## src/rtl/tx_pcs_pkg.sv

```systemverilog
// Shared transmit-PCS definitions: code-group width, K28.5 comma groups, link state.
package tx_pcs_pkg;

    localparam int unsigned CODE_W = 10;
    localparam int unsigned CNT_W  = 4;

    // K28.5 in abcdei fghj order; the RD- group carries six ones, the RD+ group four
    localparam logic [CODE_W-1:0] K28_5_RDN = 10'b0011111010;
    localparam logic [CODE_W-1:0] K28_5_RDP = 10'b1100000101;

    typedef enum logic [1:0] {
        ST_OFF  = 2'd0,
        ST_SYNC = 2'd1,
        ST_RUN  = 2'd2
    } tx_state_e;

endpackage

```

## src/rtl/tx_shift10.sv

```systemverilog
// 10-bit parallel-load shift register with group bit counter; MSB leaves first.
module tx_shift10
    import tx_pcs_pkg::*;
(
    input  logic              clk,
    input  logic              nreset,
    input  logic              clear_i,
    input  logic              load_i,
    input  logic [CODE_W-1:0] word_i,
    output logic              ser_o,
    output logic              frame_start_o,
    output logic              last_bit_o
);

    logic [CODE_W-1:0] shift_q;
    logic [CNT_W-1:0]  bit_cnt_q;
    logic              frame_start_q;

    // Load a new group, shift one bit per clock, or hold cleared while the link is off
    always_ff @(posedge clk or negedge nreset) begin
        if (!nreset) begin
            shift_q       <= '0;
            bit_cnt_q     <= '0;
            frame_start_q <= 1'b0;
        end else if (clear_i) begin
            shift_q       <= '0;
            bit_cnt_q     <= '0;
            frame_start_q <= 1'b0;
        end else if (load_i) begin
            shift_q       <= word_i;
            bit_cnt_q     <= '0;
            frame_start_q <= 1'b1;
        end else begin
            shift_q       <= {shift_q[CODE_W-2:0], 1'b0};
            bit_cnt_q     <= bit_cnt_q + CNT_W'(1);
            frame_start_q <= 1'b0;
        end
    end

    assign ser_o         = shift_q[CODE_W-1];
    assign frame_start_o = frame_start_q;
    assign last_bit_o    = (bit_cnt_q == CNT_W'(CODE_W - 1));

endmodule

```

## src/rtl/tx_serializer_10b.sv

```systemverilog
// 8b/10b transmit serializer: hold register, link running disparity and K28.5 idle insertion.
module tx_serializer_10b
    import tx_pcs_pkg::*;
#(
    parameter int unsigned       SYNC_IDLES = 4,
    parameter logic [CODE_W-1:0] K285_RDN   = K28_5_RDN,
    parameter logic [CODE_W-1:0] K285_RDP   = K28_5_RDP
) (
    input  logic              clk,
    input  logic              nreset,
    input  logic              tx_en,
    input  logic [CODE_W-1:0] word_in,
    input  logic              word_rd_in,
    input  logic              word_valid,
    output logic              word_ready,
    output logic              disp_out,
    output logic              ser_out,
    output logic              frame_start,
    output logic              underrun,
    output logic              in_sync
);

    tx_state_e         state_q, state_d;
    logic [CNT_W-1:0]  idle_cnt_q, idle_cnt_d;
    logic [CODE_W-1:0] hold_q, hold_d;
    logic              hold_rd_q, hold_rd_d;
    logic              hold_full_q, hold_full_d;
    logic              cur_rd_q, cur_rd_d;
    logic              word_ready_q, word_ready_d;
    logic              disp_q, disp_d;
    logic              underrun_q, underrun_d;
    logic              in_sync_q, in_sync_d;

    logic              last_bit;
    logic              boundary_c;
    logic              take_hold_c;
    logic              accept_c;
    logic [CNT_W-1:0]  idle_inc_c;
    logic [CODE_W-1:0] load_word_c;

    // Group boundary, load source and handshake decode
    always_comb begin
        boundary_c  = tx_en & ((state_q == ST_OFF) | last_bit);
        take_hold_c = boundary_c & (state_q == ST_RUN) & hold_full_q;
        accept_c    = tx_en & word_valid & word_ready_q;
        idle_inc_c  = idle_cnt_q + CNT_W'(1);
        load_word_c = take_hold_c ? hold_q : (cur_rd_q ? K285_RDP : K285_RDN);
    end

    // Next-state: link FSM, hold register, running disparity and registered outputs
    always_comb begin
        state_d     = state_q;
        idle_cnt_d  = idle_cnt_q;
        hold_d      = hold_q;
        hold_rd_d   = hold_rd_q;
        hold_full_d = hold_full_q;
        cur_rd_d    = cur_rd_q;
        underrun_d  = 1'b0;

        if (!tx_en) begin
            // drop the link: truncate the group, flush the hold, keep the disparity
            state_d     = ST_OFF;
            idle_cnt_d  = '0;
            hold_full_d = 1'b0;
        end else begin
            if (boundary_c) begin
                if (take_hold_c) begin
                    cur_rd_d    = hold_rd_q;
                    hold_full_d = 1'b0;
                end else begin
                    // K28.5 flips disparity; only a RUN idle counts as an underrun
                    cur_rd_d   = ~cur_rd_q;
                    underrun_d = (state_q == ST_RUN);
                end

                case (state_q)
                    ST_OFF: begin
                        idle_cnt_d = CNT_W'(1);
                        state_d    = (SYNC_IDLES == 1) ? ST_RUN : ST_SYNC;
                    end
                    ST_SYNC: begin
                        idle_cnt_d = idle_inc_c;
                        if (idle_inc_c == CNT_W'(SYNC_IDLES)) begin
                            state_d = ST_RUN;
                        end
                    end
                    default: begin
                    end
                endcase
            end

            // an accept on a boundary fills the hold after the boundary has used it
            if (accept_c) begin
                hold_d      = word_in;
                hold_rd_d   = word_rd_in;
                hold_full_d = 1'b1;
            end
        end

        word_ready_d = ~hold_full_d & (state_d == ST_RUN);
        disp_d       = hold_full_d ? hold_rd_d : cur_rd_d;
        in_sync_d    = (state_d == ST_RUN);
    end

    // State and output registers
    always_ff @(posedge clk or negedge nreset) begin
        if (!nreset) begin
            state_q      <= ST_OFF;
            idle_cnt_q   <= '0;
            hold_q       <= '0;
            hold_rd_q    <= 1'b0;
            hold_full_q  <= 1'b0;
            cur_rd_q     <= 1'b0;
            word_ready_q <= 1'b0;
            disp_q       <= 1'b0;
            underrun_q   <= 1'b0;
            in_sync_q    <= 1'b0;
        end else begin
            state_q      <= state_d;
            idle_cnt_q   <= idle_cnt_d;
            hold_q       <= hold_d;
            hold_rd_q    <= hold_rd_d;
            hold_full_q  <= hold_full_d;
            cur_rd_q     <= cur_rd_d;
            word_ready_q <= word_ready_d;
            disp_q       <= disp_d;
            underrun_q   <= underrun_d;
            in_sync_q    <= in_sync_d;
        end
    end

    tx_shift10 u_shift (
        .clk           (clk),
        .nreset        (nreset),
        .clear_i       (~tx_en),
        .load_i        (boundary_c),
        .word_i        (load_word_c),
        .ser_o         (ser_out),
        .frame_start_o (frame_start),
        .last_bit_o    (last_bit)
    );

    assign word_ready = word_ready_q;
    assign disp_out   = disp_q;
    assign underrun   = underrun_q;
    assign in_sync    = in_sync_q;

endmodule
```

## config.mk

```make
export PLATFORM = sky130hd
export DESIGN_NAME = tx_serializer_10b
export DESIGN_NICKNAME = d
export VERILOG_FILES = /design/src/rtl/tx_pcs_pkg.sv /design/src/rtl/tx_shift10.sv /design/src/rtl/tx_serializer_10b.sv
export SDC_FILE = /design/constraint.sdc
export NUM_CORES = 1
export LEC_CHECK = 0
export ABC_AREA = 1
export BUFFER_PORTS_ARGS = -buffer_cell sky130_fd_sc_hd__buf_2
export CAP_MARGIN = 20
export CORE_AREA = 2 2 56 58
export CTS_CLUSTER_SIZE = 28
export DETAILED_ROUTE_END_ITERATION = 7
export DIE_AREA = 0 0 58 60
export PLACE_DENSITY = 0.76
export SETUP_SLACK_MARGIN = 0.15
export SLEW_MARGIN = 20
export SYNTH_ARGS = -nofsm -noshare
export SYNTH_HDL_FRONTEND = slang
export SYNTH_SLANG_ARGS = --single-unit
export TNS_END_PERCENT = 5
```

## constraint.sdc

```tcl
create_clock -name clk -period 3.16 [get_ports clk]
set_input_delay 0.79 -clock clk [delete_from_list [all_inputs] [get_ports clk]]
set_output_delay 0.79 -clock clk [all_outputs]
set_load 0.02 [all_outputs]
```

==> impl_results.md, run 1 <==
* Initial drt markers at between 90 and 100
* Total gr overflow at 0
* Crit Path Max Fanout at 12
* Critical Path RT at 3400 ps
* Leak at between 1 and 1.5 nW
* Hold-fix buffers, CTS at 0
* GRT Max-Usage Layer: met2
* Setup Skew at between 10 and 15 ps
* First-pass GRT wire length at 4567 um
* Peak supply drop at 0.3979 mV
* RSZ-0062 raised after global routing: no
* Most frequent cells in the layout: 38 x nand2_1, 38 x dfrtp_1, 20 x buf_2
* Layout cells sized above 1 at around 29%
* Seq cells post-synth at 38
* Worst EP arrival at about 2000 ps
* Status: completed
* Slew Viols, Final at 0
* Hold Path Class: reg -> reg
* Met2 Use GR at 29.71%
* Async set or reset register ratio after synthesis at 100.0%
* Non-Filler Instances at 208
* Total setup buffers inserted after CTS at 0
* Pre-antenna DRT Iters at 4
* Slowest cell on the critical path: dfrtp_1
* CTS tree: done
* Routed WL per cell at roughly 13 um
* Storage element area at 950.9 sq um
* Vias in the first global route at 1065
* Post-DRT Antenna Nets at 0
* Synth Warn # at 0
* Met1 Resource Use GR at 22.38%
* Max-cap violations at 0
* Syn_area_per_cell at around 11 sq um
* Clock-pin slew on the worst setup and hold paths at 110 ps
* DP Wirelength at 2035 um
* Height of the die at 60 um
* Skew-Pair Late Insertion Delay at 340 ps
* Nets at 194
* WP buf/inv at 1
* Critical path type: reg -> reg
* Std-Cell Rows at 20
* Global-route usage over all layers at 18.19%
* Slowest cell delay on critical path at 410 ps
* Initial Utilization at 56.29%
* Ports at 21
* Final hold vios at 0
* CTS sink cnt at 38
* Gate count after technology mapping at 150
* Post-CTS resize count at 0
* Setup crit start kind: register
* Die width at 58 um
* CP most frequent cell: nand2_1
* Initial antenna violation count at 0
* WHS at 467.7 ps
* Period minus WS final at 1734 ps
* Final setup margin at 1426 ps
* Worst-Margin Slew at between 800 and 900 ps
* Gpl congestion at 0.7780
* # diodes at 0
* Multi-input gate area in the final layout at between 600 and 700 sq um
* Sum Neg Setup Slack at 0 ps
* Area growth syn-to-layout at 13.02%
* Syn Std Cell Area at 1634 sq um
* # fillers at 240
* Core area at 2903 sq um
* Vias/cell at 5.279
* Core Util, Final at 63.62%
* Slew HR at 46.35%
* Sequential element share of the synthesized area at 58.19%
* # DRC at 0
* H-tree depth at 2
* Largest net degree at the start of global routing at 39
* Via Count at between 1000 and 1500
* Unique masters post-synth at 30
* Ys flop type: dfrtp_1
* Crit. End Element: register
* IO buf count at 20
* Power per Cell Area at 502.5 nW/um^2
* Placed insts at 201
* Bufs on Longest Clock Path at 2
* Crit path max-delay family: simple AND/OR/NAND/NOR gates
* Grt met3 use at 4.762%
* Fmax at a little under 0.6 GHz
* Worst slack at placement at 1301 ps
* Syn Nets at ~170
* Critical Path, Cell by Cell: inv_1 > ha_1 > nand3_4 > nand2_1 > nand4_2 > nand2_1 > nand2_1 > nand3_1 > nand2_1
* Final setup fails at 0
* Die area at roughly 3500 sq um
* CTS root buffer: clkbuf_4
* EDFF count, synth at 0
* Final period utilization at 54.89%
* Num CTS Buffers at 5
* Final WL at approximately 2800 um
## cell type report
type	instances	share of cell area, %
tap	33	2.236
clock inverter	1	1.626
sequential	38	51.49
timing repair buffer	20	5.420
inverter	12	2.439
multi-input combinational	98	34.01
clock buffer	6	2.778
## worst register-to-register path, stage by stage (launching register included)
cell and delay [ps]:
dfrtp_1 410, inv_1 60, ha_1 180, nand3_4 120, nand2_1 120, nand4_2 280, nand2_1 270, nand2_1 70
nand3_1 70, nand2_1 50
## registers in the layout, summed over array words and instances, names as in the netlist, 2 cells and up
name and cells:
hold_q 10, u_shift.shift_q 10, idle_cnt_q 4, u_shift.bit_cnt_q 4, state_q 2
## kinds of logic (layout without fill, tap and decap cells)
group,Yosys count,count (layout),share of synthesized area [%]
AOI/OAI and AO/OA,18,18,7.504
adders and majority gates,4,4,3.063
DFF,38,38,58.19
and+or+nand+nor,61,61,18.15
xor gates and xnor gates,4,4,2.144
muxes,11,11,7.580
buffers and inverters,14,39,3.369
## final timing paths
path | from | endpoint | slack [ps] | cells after the start
hold / removal | u_shift.shift_q[4] | u_shift.shift_q[5] | 470 | 2
setup / recovery | u_shift.bit_cnt_q[1] | disp_out | 1430 | 9
max in group asynchronous | nreset | state_q[0] | 2120 | 1
hold reg to reg | u_shift.shift_q[4] | u_shift.shift_q[5] | 470 | 2
setup reg to reg | u_shift.bit_cnt_q[1] | disp_out | 1430 | 9
min in group asynchronous | nreset | u_shift.bit_cnt_q[3] | 520 | 1
## report_power, final
part	switching [mW]	internal (mW)
Clock	0.153	0.184
Combinational	0.0458	0.0262
Sequential	0.0117	0.507
Total	0.211	0.717
## synthesized netlist by cell type, types with 2 or more instances
library cell   n  area share, %
dfrtp_1       38             58
nor2_1         6            1.4
xor2_1         3            1.6
ha_1           4            3.1
nor2_2         2           0.77
inv_2          2           0.46
a21oi_4        2            2.0
mux2_2         9            6.2
nand2_1       38            8.7
mux2_1         2            1.4
o21ai_1        9            2.8
inv_1          9            2.1
nand3_1        5            1.5
nand3_2        2            1.2
o21ai_0        3           0.92
buf_2          2           0.61
## layer usage
metal  vias up  wire length [um]  share of wire (%)
met2        28              1394                 50
met5         -                 0                  0
li1        538                 -                  -
met3         4               146                5.3
met4         0                26               0.94
met1       528              1212                 44
## stage by stage
stage	area, sq um	power, mW
6_report	1847	0.9279
5_1_grt	1847	0.9708
4_1_cts	1847	0.9348
3_5_place_dp	1765	0.6014
3_3_place_gp	1765	0.5971
2_1_floorplan	1634	0.5675
No activity file was read; power rests on OpenSTA's default activity.
==> run 2, diff against run 1 <==
- CORE_AREA: 2 2 56 58 -> 2 2 58 60
- DIE_AREA: 0 0 58 60 -> 0 0 60 62
- PLACE_DENSITY: 0.76 -> 0.71
- clock period: 3.16 -> 1.76 ns (I/O delays scaled with it)
==> run 2 against run 1 <==
  * Flip-flop and latch count is the same
  * Clock skew shrank 2.9 ps
  * Wire length shrank 0.25%
  * Combinational power grew 92%
  * Via count grew 0.55%
  * Die area grew 6.9%
  * Cell area grew 2.6%
  * Sequential share of layout area shrank 1.3 points
  * Final cell count grew 7.7%
  * Sequential power grew 80%
  * Non-clock buffer count grew 2
  * Critical path depth shrank 1
  * Critical endpoint is now u_shift.shift_q[6]
==> impl_results.md, run 2 (synthesized netlist as in run 1, its figures left out) <==
* DP Wirelength at 2056 um (was 2035 um)
* Final setup fails at 0 (unchanged)
* WHS at 28.10 ps (was 467.7 ps)
* Placed insts at 216 (was 201)
* Period minus WS final at 1500 ps (was 1734 ps)
* Layout cells sized above 1 at 32.02% (was 28.57%)
* R2R depth at 8 (was 9)
* Critical path type: reg -> reg (unchanged)
* Clock-pin slew on the worst setup and hold paths at 120 ps (was 110 ps)
* First-pass GRT wire length at 4429 um (was 4567 um)
* Worst EP arrival at 1730 ps (was 1980 ps)
* Height of the die at 62 um (was 60 um)
* Total setup buffers inserted after CTS at 0 (unchanged)
* Via Count at 1104 (was 1098)
* Ports at 21 (unchanged)
* Skew-Pair Late Insertion Delay at 340 ps (about the same)
* Slowest cell on the critical path: dfrtp_1 (unchanged)
* Nets at 196 (was 194)
* Initial drt markers at 43 (was 98)
* Initial Utilization at 51.40% (was 56.29%)
* Status: completed (unchanged)
* Leak at 1.004 nW (was 1.006 nW)
* Setup Skew at 9.999 ps (was 12.89 ps)
* CTS root buffer: clkbuf_4 (unchanged)
* Largest regs: hold_q x10, u_shift.shift_q x10 (unchanged)
* Sum Neg Setup Slack at 0 ps (unchanged)
* Final period utilization at 85.21% (was 54.89%)
* Total chip power at 1.540 mW (was 0.9279 mW)
* Hold Path Class: in -> async (was reg -> reg)
* DP Area at 1809 sq um (was 1765 sq um)
* Post-CTS resize count at 0 (unchanged)
* Crit. Startpoint: u_shift.bit_cnt_q[1] (unchanged)
* Area growth syn-to-layout at 15.93% (was 13.02%)
* # DRC at 0 (unchanged)
* Crit Path Max Fanout at 10 (was 12)
* Vias/cell at 4.929 (was 5.279)
* Peak supply drop at 0.5567 mV (was 0.3979 mV)
* Fmax at 0.6668 GHz (was 0.5765 GHz)
* Worst-Margin Slew at 447.1 ps (was 804.8 ps)
* Hold-fix buffers, CTS at 0 (unchanged)
* Max-cap violations at 0 (unchanged)
* CTS sink cnt at 38 (unchanged)
* Power per Cell Area at 813.0 nW/um^2 (was 502.5 nW/um^2)
* Gpl congestion at 0.8016 (was 0.7780)
* Die width at 60 um (was 58 um)
* Setup crit start kind: register (unchanged)
* IO buf count at 20 (unchanged)
* Crit. End Element: register (unchanged)
* Critical Path, Cell by Cell: inv_1 > ha_1 > nand3_4 > nand2_2 > nand4_4 > buf_6 > o21ai_1 > nand2_1 (was inv_1 > ha_1 > nand3_4 > nand2_1 > nand4_2 > nand2_1 > nand2_1 > nand3_1 > nand2_1)
* Most frequent cells in the layout: 38 x dfrtp_1, 35 x nand2_1, 20 x buf_2 (was 38 x nand2_1, 38 x dfrtp_1, 20 x buf_2)
* Slowest cell delay on critical path at 420 ps (was 410 ps)
* Final WL at 2773 um (was 2780 um)
* Vias in the first global route at 1007 (was 1065)
* Core area at 3179 sq um (was 2903 sq um)
* FF-to-FF Start: u_shift.bit_cnt_q[1] (unchanged)
* Slew HR at 70.19% (was 46.35%)
* # diodes at 0 (unchanged)
* Std-Cell Rows at 21 (was 20)
* RSZ-0062 raised after global routing: yes (was no)
* Largest net degree at the start of global routing at 21 (was 39)
* Worst slack at placement at 214.7 ps (was 1301 ps)
* Commonest non-fill, non-tap cell in the layout: dfrtp_1
* Total gr overflow at 0 (unchanged)
* H-tree depth at 2 (unchanged)
* Slew Viols, Final at 0 (unchanged)
* Final setup margin at 260.2 ps (was 1426 ps)
* Cell area after layout at 1894 sq um (was 1847 sq um)
* Reg2reg setup slack at 260 ps (was 1430 ps)
* Bufs on Longest Clock Path at 2 (unchanged)
* Critical Path RT at 1990 ps (was 3400 ps)
* Die area at 3720 sq um (was 3480 sq um)
* Non-Filler Instances at 224 (was 208)
* Initial antenna violation count at 0 (unchanged)
* Pre-antenna DRT Iters at 4 (unchanged)
* Global-route usage over all layers at 16.79% (was 18.19%)
* Core Util, Final at 59.58% (was 63.62%)
* CTS tree: done (unchanged)
* Num CTS Buffers at 5 (unchanged)
* Routed WL per cell at 12.38 um (was 13.37 um)
* Post-DRT Antenna Nets at 0 (unchanged)
* Final hold vios at 0 (unchanged)
[run 2: cell type report]
class                      count  area, sq um
sequential                    38        950.9
multi-input combinational     98        649.4
tap                           46        57.56
clock buffer                   7        55.05
clock inverter                 1        5.005
fill                         262         1285
timing repair buffer          22        131.4
inverter                      12        45.04
[run 2: where the power goes]
group	switching (mW)	total (mW)	leakage, nW	internal [mW]
Combinational	0.0854	0.138	0.456	0.0527
Sequential	0.0217	0.932	0.513	0.910
Clock	0.276	0.470	0.0353	0.194
Total	0.383	1.54	1.00	1.16
[run 2: path summary, 6_finish.rpt]
check	to
hold reg to reg	u_shift.shift_q[9]
setup / recovery	u_shift.shift_q[6]
min in group clk	hold_q[0]
setup reg to reg	u_shift.shift_q[6]
max in group asynchronous	u_shift.shift_q[1]
hold / removal	cur_rd_q
[run 2: critical path, delay by kind of cell (launching register included)]
kind | cells | cell delay (ps)
flops | 1 | 420
simple gates | 4 | 420
buf+inv | 2 | 240
fa+ha+maj | 1 | 180
compound gates | 1 | 130
[run 2: routing by layer]
metal | wire length (um) | up-vias | track usage, % | part of all wire (%)
met3 | 119 | 2 | 5.590 | 4.3
met4 | 19 | 0 | 5.714 | 0.69
met5 | 0 | - | 0 | 0
met2 | 1450 | 24 | 28.88 | 52
met1 | 1183 | 536 | 19.84 | 43
li1 | - | 542 | - | -
==> run 3, diff against run 2 <==
- CORE_AREA: 2 2 58 60 -> 2 2 73 47
- DIE_AREA: 0 0 60 62 -> 0 0 75 49
- PLACE_DENSITY: 0.71 -> 0.73
==> run 3 against run 2 <==
  * Flip-flop and latch count stayed put
  * Cell area is 5.9% higher
  * Worst hold slack improved by 80 ps
  * First-iteration DRC count up 40%
  * Core utilization rose by 5.9 points
  * Critical path depth unchanged
  * Wire length increased by 5.1%
  * Worst setup slack got worse by 38 ps
  * Register-to-register slack worse by 40 ps
  * Largest cell class unchanged
==> impl_results.md, run 3 (synthesized netlist as in run 1, its figures left out) <==
* Core Util, Final at 65.52% (was 59.58%)
* Final hold vios at 0 (unchanged)
* Height of the die at 49 um (was 62 um)
* Critical path type: reg -> reg (unchanged)
* WP buf/inv at 2 (unchanged)
* GRT Max-Usage Layer: met2 (unchanged)
* Skew-Pair Late Insertion Delay at 280 ps (was 340 ps)
* # DRC at 0 (unchanged)
* CTS root buffer: clkbuf_8 (was clkbuf_4)
* Num CTS Buffers at 5 (unchanged)
* Fmax at 0.6501 GHz (was 0.6668 GHz)
* Commonest non-fill, non-tap cell in the layout: dfrtp_1 (unchanged)
* Post-DRT Antenna Nets at 0 (unchanged)
* Setup crit start kind: register (unchanged)
* Hold Path Class: in -> async (unchanged)
* Clock-pin slew on the worst setup and hold paths at 70 ps (was 120 ps)
* Worst-Margin Slew at 340.8 ps (was 447.1 ps)
* Vias/cell at 4.885 (was 4.929)
* Gpl congestion at 0.7949 (was 0.8016)
* Die width at 75 um (was 60 um)
* Routed WL per cell at 12.89 um (was 12.38 um)
* CTS sink cnt at 38 (unchanged)
* Final period utilization at 87.39% (was 85.21%)
* Slowest cell delay on critical path at 400 ps (was 420 ps)
* Vias in the first global route at 1111 (was 1007)
* Largest net degree at the start of global routing at 39 (was 21)
* Critical Path, Cell by Cell: inv_1 > ha_2 > nand3_4 > a21oi_4 > inv_2 > a21oi_4 > o21ai_1 > nand2_1 (was inv_1 > ha_1 > nand3_4 > nand2_2 > nand4_4 > buf_6 > o21ai_1 > nand2_1)
* Critical Path RT at 1990 ps (about the same)
* RSZ-0062 raised after global routing: yes (unchanged)
* # diodes at 0 (unchanged)
* H-tree depth at 2 (unchanged)
* Core area at 3063 sq um (was 3179 sq um)
* Grt met3 use at 5.579% (was 5.590%)
* WHS at 107.8 ps (was 28.10 ps)
* Sum Neg Setup Slack at 0 ps (unchanged)
* Status: completed (unchanged)
* Nets at 199 (was 196)
* CTS tree: done (unchanged)
* Via Count at 1104 (unchanged)
* Final setup fails at 0 (unchanged)
* Most frequent cells in the layout: 38 x dfrtp_1, 35 x nand2_1, 20 x buf_2 (unchanged)
* Period minus WS final at 1538 ps (was 1500 ps)
* Initial Utilization at 53.35% (was 51.40%)
* Initial antenna violation count at 0 (unchanged)
* Leak at 1.054 nW (was 1.004 nW)
* Area growth syn-to-layout at 22.82% (was 15.93%)
* Crit. Startpoint: u_shift.bit_cnt_q[1] (unchanged)
* Power per Cell Area at 982.3 nW/um^2 (was 813.0 nW/um^2)
* First-pass GRT wire length at 4995 um (was 4429 um)
* Std-Cell Rows at 16 (was 21)
* Crit path max-delay family: compound AO/OA/AOI/OAI gates (was flip-flops)
* Largest regs: hold_q x10, u_shift.shift_q x10 (unchanged)
* DP Area at 1808 sq um (was 1809 sq um)
* Met1 Resource Use GR at 25.97% (was 19.84%)
* FF-to-FF Start: u_shift.bit_cnt_q[1] (unchanged)
* Ports at 21 (unchanged)
* CP most frequent cell: a21oi_4
* Initial drt markers at 60 (was 43)
* Peak supply drop at 0.5605 mV (was 0.5567 mV)
* DP Wirelength at 2021 um (was 2056 um)
* Setup Skew at 4.348 ps (was 9.999 ps)
* Crit. End Element: register (unchanged)
* Worst EP arrival at 1760 ps (was 1730 ps)
* Slowest cell on the critical path: dfrtp_1 (unchanged)
* Hold-fix buffers, CTS at 0 (unchanged)
* Met2 Use GR at 27.05% (was 28.88%)
* IO buf count at 20 (unchanged)
* Global-route usage over all layers at 18.38% (was 16.79%)
* Layout cells sized above 1 at 34.25% (was 32.02%)
* Bufs on Longest Clock Path at 2 (unchanged)
* Cell area after layout at 2007 sq um (was 1894 sq um)
* Die area at 3675 sq um (was 3720 sq um)
* Slew Viols, Final at 0 (unchanged)
* Crit Path Max Fanout at 6 (was 10)
* Slew HR at 77.25% (was 70.19%)
* Final WL at 2914 um (was 2773 um)
* Max-cap violations at 0 (unchanged)
* Total gr overflow at 0 (unchanged)
* Pre-antenna DRT Iters at 4 (unchanged)
[run 3: cell types whose count changed in the layout (fill, tap and decap cells not counted), sizes merged]
| cell | delta |
|---|---|
| bufinv | +2 |
| buf | +3 |
| clkbuf | -1 |
| inv | -1 |
[run 3: repair_timing]
item | 4_1_cts | 5_1_grt
pin swaps | 0 | 2
endpoints found under the setup margin | 6 | 16
buffers inserted | 0 | 3
gates resized for setup | 1 | 8
[run 3: final cells by class]
type | count | area [sq um]
tap | 45 | 56.30
clock buffer | 6 | 82.58
fill | 247 | 1056
multi-input combinational | 98 | 656.9
clock inverter | 2 | 60.06
inverter | 12 | 46.29
sequential | 38 | 950.9
timing repair buffer | 25 | 153.9
[run 3: metal layers]
| metal | share of wire, % | routed length, um |
|---|---|---|
| met1 | 48 | 1410 |
| met2 | 46 | 1354 |
| met3 | 4.2 | 123 |
| met4 | 0.89 | 26 |
| met5 | 0 | 0 |
[run 3: per-stage QoR]
step                std cells  setup slack [ps]  total power [mW]
finish                    226             221.9             1.971
global route              226             114.9             2.052
CTS                       223             163.0             1.991
detailed placement        215             177.9             1.085
global placement          215             240.9             1.079
floorplan                 150             370.4             1.019
[run 3: where the power goes]
group	internal, mW	switching, mW
registers	0.911	0.0213
logic	0.0561	0.0878
clock network	0.604	0.291
[run 3: final timing paths]
check	end	cells past startpoint	slack, ps
max	u_shift.shift_q[5]	8	220
min	hold_q[8]	2	110
max reg2reg	u_shift.shift_q[5]	8	220
min reg2reg	u_shift.shift_q[1]	2	450
max in group asynchronous	hold_full_q	2	1470
min in group clk	hold_q[0]	2	360
